==> src/rtl/register_status_file.sv <==
// Architectural register file with per-register rename tags.
// Each register holds a committed 32-bit value and the RoB index of its
// youngest in-flight producer (NON_DEP when none). Two combinational
// operand lookups include a same-cycle commit bypass.
module register_status_file #(
  parameter int                 RoB_WIDTH = 3,
  parameter logic [RoB_WIDTH:0] NON_DEP   = {1'b1, {RoB_WIDTH{1'b0}}}
) (
  input  logic                 clk_in,
  input  logic                 rst_in,
  input  logic                 rdy_in,
  input  logic                 flush_in,
  input  logic                 commit_en,
  input  logic [4:0]           commit_reg,
  input  logic [RoB_WIDTH-1:0] commit_index,
  input  logic [31:0]          commit_data,
  input  logic                 rename_en,
  input  logic [4:0]           rename_reg,
  input  logic [RoB_WIDTH-1:0] rename_index,
  input  logic [4:0]           query_rs1,
  output logic [31:0]          rs1_value,
  output logic [RoB_WIDTH:0]   rs1_dep,
  input  logic [4:0]           query_rs2,
  output logic [31:0]          rs2_value,
  output logic [RoB_WIDTH:0]   rs2_dep,
  output logic [31:0]          commit_count
);

  logic [31:0]        r_value [32];
  logic [RoB_WIDTH:0] r_tag   [32];
  logic [31:0]        r_count;

  logic [RoB_WIDTH:0] w_commit_tag;
  logic [RoB_WIDTH:0] w_rename_tag;
  logic               w_commit_act;
  logic               w_commit_clr;
  logic               w_rs1_hit;
  logic               w_rs2_hit;

  assign w_commit_tag = {1'b0, commit_index};
  assign w_rename_tag = {1'b0, rename_index};
  assign w_commit_act = commit_en && rdy_in;
  // A commit only retires the tag if it is still the youngest producer.
  assign w_commit_clr = w_commit_act && (commit_reg != 5'd0) &&
                        (r_tag[commit_reg] == w_commit_tag);
  assign w_rs1_hit    = w_commit_act && (commit_reg == query_rs1) &&
                        (r_tag[query_rs1] == w_commit_tag);
  assign w_rs2_hit    = w_commit_act && (commit_reg == query_rs2) &&
                        (r_tag[query_rs2] == w_commit_tag);

  assign commit_count = r_count;

  // Commit counter and committed values; x0 is never written.
  always_ff @(posedge clk_in or negedge rst_in) begin
    if (!rst_in) begin
      r_count <= 32'd0;
      for (int i = 0; i < 32; i++) r_value[i] <= 32'd0;
    end else if (rdy_in && commit_en) begin
      r_count <= r_count + 32'd1;
      if (commit_reg != 5'd0) r_value[commit_reg] <= commit_data;
    end
  end

  // Rename tags: flush clears all, rename overrides a same-cycle commit clear.
  always_ff @(posedge clk_in or negedge rst_in) begin
    if (!rst_in) begin
      for (int i = 0; i < 32; i++) r_tag[i] <= NON_DEP;
    end else if (rdy_in) begin
      if (flush_in) begin
        for (int i = 0; i < 32; i++) r_tag[i] <= NON_DEP;
      end else begin
        if (w_commit_clr) r_tag[commit_reg] <= NON_DEP;
        if (rename_en && (rename_reg != 5'd0)) r_tag[rename_reg] <= w_rename_tag;
      end
    end
  end

  // Operand 1 lookup with commit bypass.
  always_comb begin
    rs1_value = r_value[query_rs1];
    rs1_dep   = r_tag[query_rs1];
    if (query_rs1 == 5'd0) begin
      rs1_value = 32'd0;
      rs1_dep   = NON_DEP;
    end else if (w_rs1_hit) begin
      rs1_value = commit_data;
      rs1_dep   = NON_DEP;
    end
  end

  // Operand 2 lookup with commit bypass.
  always_comb begin
    rs2_value = r_value[query_rs2];
    rs2_dep   = r_tag[query_rs2];
    if (query_rs2 == 5'd0) begin
      rs2_value = 32'd0;
      rs2_dep   = NON_DEP;
    end else if (w_rs2_hit) begin
      rs2_value = commit_data;
      rs2_dep   = NON_DEP;
    end
  end

endmodule

==> config.mk <==
export PLATFORM = sky130hd
export DESIGN_NAME = register_status_file
export DESIGN_NICKNAME = d
export VERILOG_FILES = /design/src/rtl/register_status_file.sv
export SDC_FILE = /design/constraint.sdc
export NUM_CORES = 2
export LEC_CHECK = 0
export CORE_MARGIN = 2
export CORE_UTILIZATION = 35
export DETAILED_ROUTE_END_ITERATION = 7
export HOLD_SLACK_MARGIN = 0.08
export PLACE_DENSITY = 0.53
export SLEW_MARGIN = 20
export SYNTH_ARGS = -nofsm -noshare
export SYNTH_HDL_FRONTEND = slang
export SYNTH_SLANG_ARGS = --single-unit
==> constraint.sdc <==
create_clock -name clk_in -period 6 [get_ports clk_in]
set_input_delay 1.2 -clock clk_in [delete_from_list [all_inputs] [get_ports clk_in]]
set_output_delay 1.2 -clock clk_in [all_outputs]
set_load 0.005 [all_outputs]
; After elaboration in Yosys (flattened, before gate mapping)
; Index checks and enable logic that the tools add are counted.
[totals]
register_bits = 1184
inputBits = 64
output_inout_bits = 104
elab_cells = 135
[classes]
addsub = 1
n_lt_le_gt_ge = 6
n_eq_ne = 5
n_mux = 36
bitwise = 7
reduce_logical = 15
[ops]
columns = operator, count
row1 = bitwise mux 1024 bit, 1
row2 = two-way mux 128 bit, 5
row3 = binary-select mux 32 bit (select 5 bit), 2
row4 = two-way mux 32 bit, 9
row5 = demux 32 bit (select 5 bit), 1
row6 = bitwise mux 128 bit, 1
row7 = AND 96 bit, 1
row8 = NOT 96 bit, 1
row9 = binary-select mux 4 bit (select 5 bit), 3
row10 = two-way mux 4 bit, 12
row11 = demux 4 bit (select 5 bit), 2
row12 = "adder 32 x 1 -> 32 bit, second input constant", 1
row13 = bitwise OR 32 bit, 1
row14 = "greater-or-equal comparator 6 bit, second input constant", 4
row15 = NOT 5 -> 6 bit, 4
row16 = equality test 4 x 3 -> 1 bit, 3
row17 = "< comparator 6 x 1 -> 1 bit, second input constant", 2
row18 = equality test 5 bit, 2
row19 = logical AND 1 bit, 10
row20 = zero test 5 bit, 2
row21 = nonzero test 5 bit, 2
row22 = AND reduction 2 bit, 1

; Longest topological paths before layout
[depth]
ltp_word = 13
mapped_depth = 13
depth_no_buf = 7

; Worst setup path after synthesis
; Ideal clock, no wire load.
[synth_timing]
kind = input port to output port
startpoint = input query_rs2[0]
endpoint = output rs2_value[14]
t_arrival_ns = 3.735
required_time_ns = 4.800
slack_ns = 1.065
path_stages = 10
path_buffers = 5
cell_sequence = buf_4 > buf_6 > buf_2 > buf_2 > clkbuf_1 > mux4_2 > mux4_2 > mux2i_1 > o21ai_0 > o211a_1
[synth_between]
elab_chain_len = 8
word_cells_on_any_way = 14
classes_between = eq/ne: 2 / mux: 8 / bitwise: 1 / reduce/logical: 3
[synth_lines]
columns = item, line_no
row1 = from (decl), 23  ; input logic [4:0] query_rs2,
row2 = NOT 5 -> 6 bit (not written as such), "49, 93"
row3 = binary-select mux 4 bit (select 5 bit), 49  ; (r_tag[query_rs2] == w_commit_tag);
row4 = two-way mux 4 bit (not written as such) (2 in a row), 49
row5 = equality test 4 x 3 -> 1 bit, 49
row6 = logical AND 1 bit, 48  ; assign w_rs2_hit = w_commit_act && (commit_reg == query_rs2) &&
row7 = two-way mux 32 bit, 98  ; end else if (w_rs2_hit) begin
row8 = two-way mux 32 bit *, 95  ; if (query_rs2 == 5'd0) begin
row9 = to (decl), 24  ; output logic [31:0] rs2_value,
; Every way passes the cells marked *; elsewhere a longest branch is shown, timed or not. The select of a mux whose other input is x is not followed.

; Worst setup path in the final report
[layout_timing]
startpoint = input query_rs1[1]
endpoint = output rs1_value[2]
[layout_between]
elab_chain_len = 8
word_cells_on_any_way = 14
classes_between = eq/ne: 2 / mux: 8 / bitwise: 1 / reduce/logical: 3
[layout_lines]
columns = item, line_no
row1 = from (decl), 20  ; input logic [4:0] query_rs1,
row2 = NOT 5 -> 6 bit (not written as such), "47, 80"
row3 = binary-select mux 4 bit (select 5 bit), 47  ; (r_tag[query_rs1] == w_commit_tag);
row4 = two-way mux 4 bit (not written as such) (2 in a row), 47
row5 = equality test 4 x 3 -> 1 bit, 47
row6 = logical AND 1 bit, 46  ; assign w_rs1_hit = w_commit_act && (commit_reg == query_rs1) &&
row7 = two-way mux 32 bit, 85  ; end else if (w_rs1_hit) begin
row8 = two-way mux 32 bit *, 82  ; if (query_rs1 == 5'd0) begin
row9 = to (decl), 21  ; output logic [31:0] rs1_value,
; Marked as above.

==> key figures <==
Global routing
  • GR Util All Layers: 24.56%
  • Initial antenna violation count: 10
  • Vias in the first global route: 47636
  • M3 GR Usage: 4.973%
  • GR met1 Demand/Resource: 33.96%
  • GRT busiest layer: met2
  • Grt ovf: 0
  • First-pass GRT wire length: 345200 um
  • Largest net degree at the start of global routing: 171
  • GR Util met2: a little under two fifths

Synth
  • Synth Register Bits: about 1200
  • Syn Area/Cell: about 13 um2
  • Synth cell count leaders: 1166 x nand2_1, 1152 x dfrtp_1, 714 x mux4_2
  • Syn Std Cell Area: between 60000 and 70000 um2
  • Seq/Total Area, Yosys: 44.64%
  • Async SR Flop Fraction: 100.0%
  • Post-synth EDFFs: 0
  • Post-synthesis net count: 5343
  • Top_reg_cell synth: dfrtp_1
  • Yosys top cell area share: roughly 43%
  • Most frequent cell after synthesis: nand2_1
  • Area leader, netlist: dfrtp_1
  • Cells after Synth: 5278
  • Synth unique cells: 71
  • Dominant cells by area after synthesis: dfrtp_1 43%, mux4_2 24%, mux2_2 12%
  • Yosys warnings: 0

Clocking
  • TritonCTS buffer count: 138
  • CTS tree: built
  • Hold_buf cts: 0
  • Max Root-Sink Buffers: 3
  • Root Buffer: clkbuf_16
  • Worst-Skew Late Latency: 800 ps
  • Post-CTS sizing: 0
  • Setup repair bufs after CTS: 0
  • Clock slew seen by the registers of the worst setup and hold paths: 50 ps
  • Htree depth: 4
  • Sink Count: 1184

Floorplanning
  • Die height: around 440 um
  • Die area: about 190000 um2
  • Row cnt: 159
  • Initial Util: 35.31%
  • Die width: between 400 and 500 um
  • IO Pins: 168
  • Core area: ~190000 um2

Pwr
  • Leak: 33.53 nW
  • Net Sw Frac: 26.79%
  • Sequential Power Share: between 40% and 50%
  • P_int: 0.01617 W
  • Clock power frac: 39.4%
  • Worst vdd ir: 0.3161 mV
  • Pwr/cell area: 290.4 nW/um2
  • Comb power frac: between 10% and 20%
  • Switch Pwr: slightly below 0.006 W

Placement
  • Placer Congestion: 0.9678
  • Post-DP HPWL: approximately 140000 um
  • Port Buf Inserts: 167
  • Placed cell areas: 71420 um2

Job
  • MaxCap Viol Count: 0

Worst setup path
  • Critical Path Max Stage Delay: 630 ps
  • Required time worst endpoint: 4800 ps
  • Worst reg2reg setup slack: 2600 ps
  • Max FO, Critical Path: 23
  • Critical path class: in2out
  • Most used cell, CP: mux2i_1
  • CP endpoint kind: output pin
  • CP arrival: 4720 ps
  • Slowest stage cell, crit path: clkdlybuf4s50_1
  • Crit-path cells: buf_8, buf_4, mux4_2, mux2i_1, a211oi_1, o21ai_0, mux2_2, and4b_4, buf_12, mux2i_1, clkdlybuf4s50_1
  • Setup crit start kind: input port

Cells and area
  • Layout cells sized above 1: 36.45%
  • Area grow syn2layout: 14.42%
  • Final Cell Area: about 76000 um2
  • Util after Layout: 40.41%
  • Nets@finish: around 5300

Timing
  • Final setup vio count: 0
  • Final worst clock skew: 17.24 ps
  • RSZ-0062 raised after global routing: false
  • Slew Viols, Final: 0
  • Worst-margin pin slew: 1142 ps
  • Fmax: 168.9 MHz
  • Final worst-path cycle share: around 100%
  • TNS Setup: 0 ps
  • Tmin final: a little under 6000 ps
  • Final Hold Fails: 0
  • Max_slew headroom: 23.89%

Drt
  • Routed Antenna Nets: 0
  • Drt pass-1 iters: 6
  • Drt first-iter violations: 5048
  • Via count: 46732
  • Drt wl/cell: 30.06 um
  • Post-Route WL: 236300 um
  • DRC violations left: 0
  • Vias/cell: 5.946

Min path
  • Worst min-delay path category: in2async

Run status
  • Status: complete, no violations
==> worst paths after layout <==
kind | start | cells after the start | to
max | query_rs1[1] | 11 | rs1_value[2]
min in group clk_in | r_value[1021] | 0 | r_value[1021]
max in group asynchronous | rst_in | 2 | r_value[13]
min | rst_in | 1 | r_value[920]
max reg2reg | r_tag[82] | 7 | r_tag[115]
min reg2reg | r_value[1021] | 0 | r_value[1021]
==> cells by family (layout without fill, tap and decap cells) <==
family                     after synthesis  in the layout  share of synthesized area (%)
AOI/OAI and AO/OA                      399            399                          4.017
xor gates and xnor gates                52             52                         0.6853
adders and majority gates                1              1                        0.01882
buffers and inverters                  531            614                          3.379
DFF                                   1184           1184                          44.64
muxes                                 1498           1498                          37.31
other                                    0              4                              0
and+or+nand+nor                       1613           1613                          9.951
==> power groups by stage <==
stage	clock, W	sequential (W)	combinational (W)
after floorplan	0	0.00948	0.00261
after global placement	0	0.00965	0.00375
after detailed placement	0	0.00971	0.00381
after CTS	0.00888	0.00957	0.00382
after global routing	0.00919	0.00971	0.00407
final	0.00870	0.00960	0.00379
==> worst max-delay path: cells and delay by family <==
kind / cells / cell delay [ps]
AOI/OAI and AO/OA: 2 / 310
buffers and inverters: 4 / 1500
muxes: 4 / 1390
and+or+nand+nor: 1 / 260
==> cells in the final DEF, fill, tap and decap left out, drive strengths merged, types with 12 or more instances in the layout <==
master         synthesis  final
nand2               1166   1166
a22oi                 16     16
clkdlybuf4s50          0    151
nor3                  27     27
and3                  14     14
xor2                  16     16
nand3                 29     29
o21ai                117    117
dfstp                 32     32
o22ai                 19     19
mux2i                 91     91
mux4                 714    714
o31ai                 12     12
a31o                  15     15
mux2                 693    693
a21oi                105    105
dfrtp               1152   1152
o211a                 34     34
nor2b                 24     24
o21a                  15     15
a2111oi               14     14
buf                  173    212
clkbuf               353    198
or3                   38     38
nand2b                23     23
nor2                 233    233
clkinv                 1     26
xnor2                 36     36
a211oi                14     14
==> layer usage <==
| layer | routed length (um) | up-vias |
|---|---|---|
| met4 | 10810 | 6 |
| met5 | 41 | - |
| met2 | 107700 | 2002 |
| li1 | - | 19355 |
| met1 | 99470 | 24916 |
| met3 | 18250 | 453 |
==> sequential cells by signal (all words and copies together) (netlist names) <==
register      cells
commit_count     32
r_tag           128
r_value        1024
==> through the flow <==
step                      std cells  hold slack, ps  power [W]  worst slack [ps]
final                          7860           355.7    0.02209             79.02
after floorplan                5278           441.3    0.01209              1065
after global routing           7859           351.7    0.02298             27.83
after global placement         7612           376.7    0.01340             112.8
after CTS                      7856           314.8    0.02227             127.3
after detailed placement       7612           382.0    0.01352             134.5
==> area by class of cell <==
type / instances / area (um2)
repair buffers: 365 / 3754
inverters: 5 / 18.77
well taps: 2495 / 3122
multi-input cells: 3563 / 34860
diodes: 4 / 10.01
clock buffers: 196 / 4028
fillers: 17648 / 112200
clock inverters: 48 / 586.8
flip-flops and latches: 1184 / 29670
(Power assumes the default switching activity.)
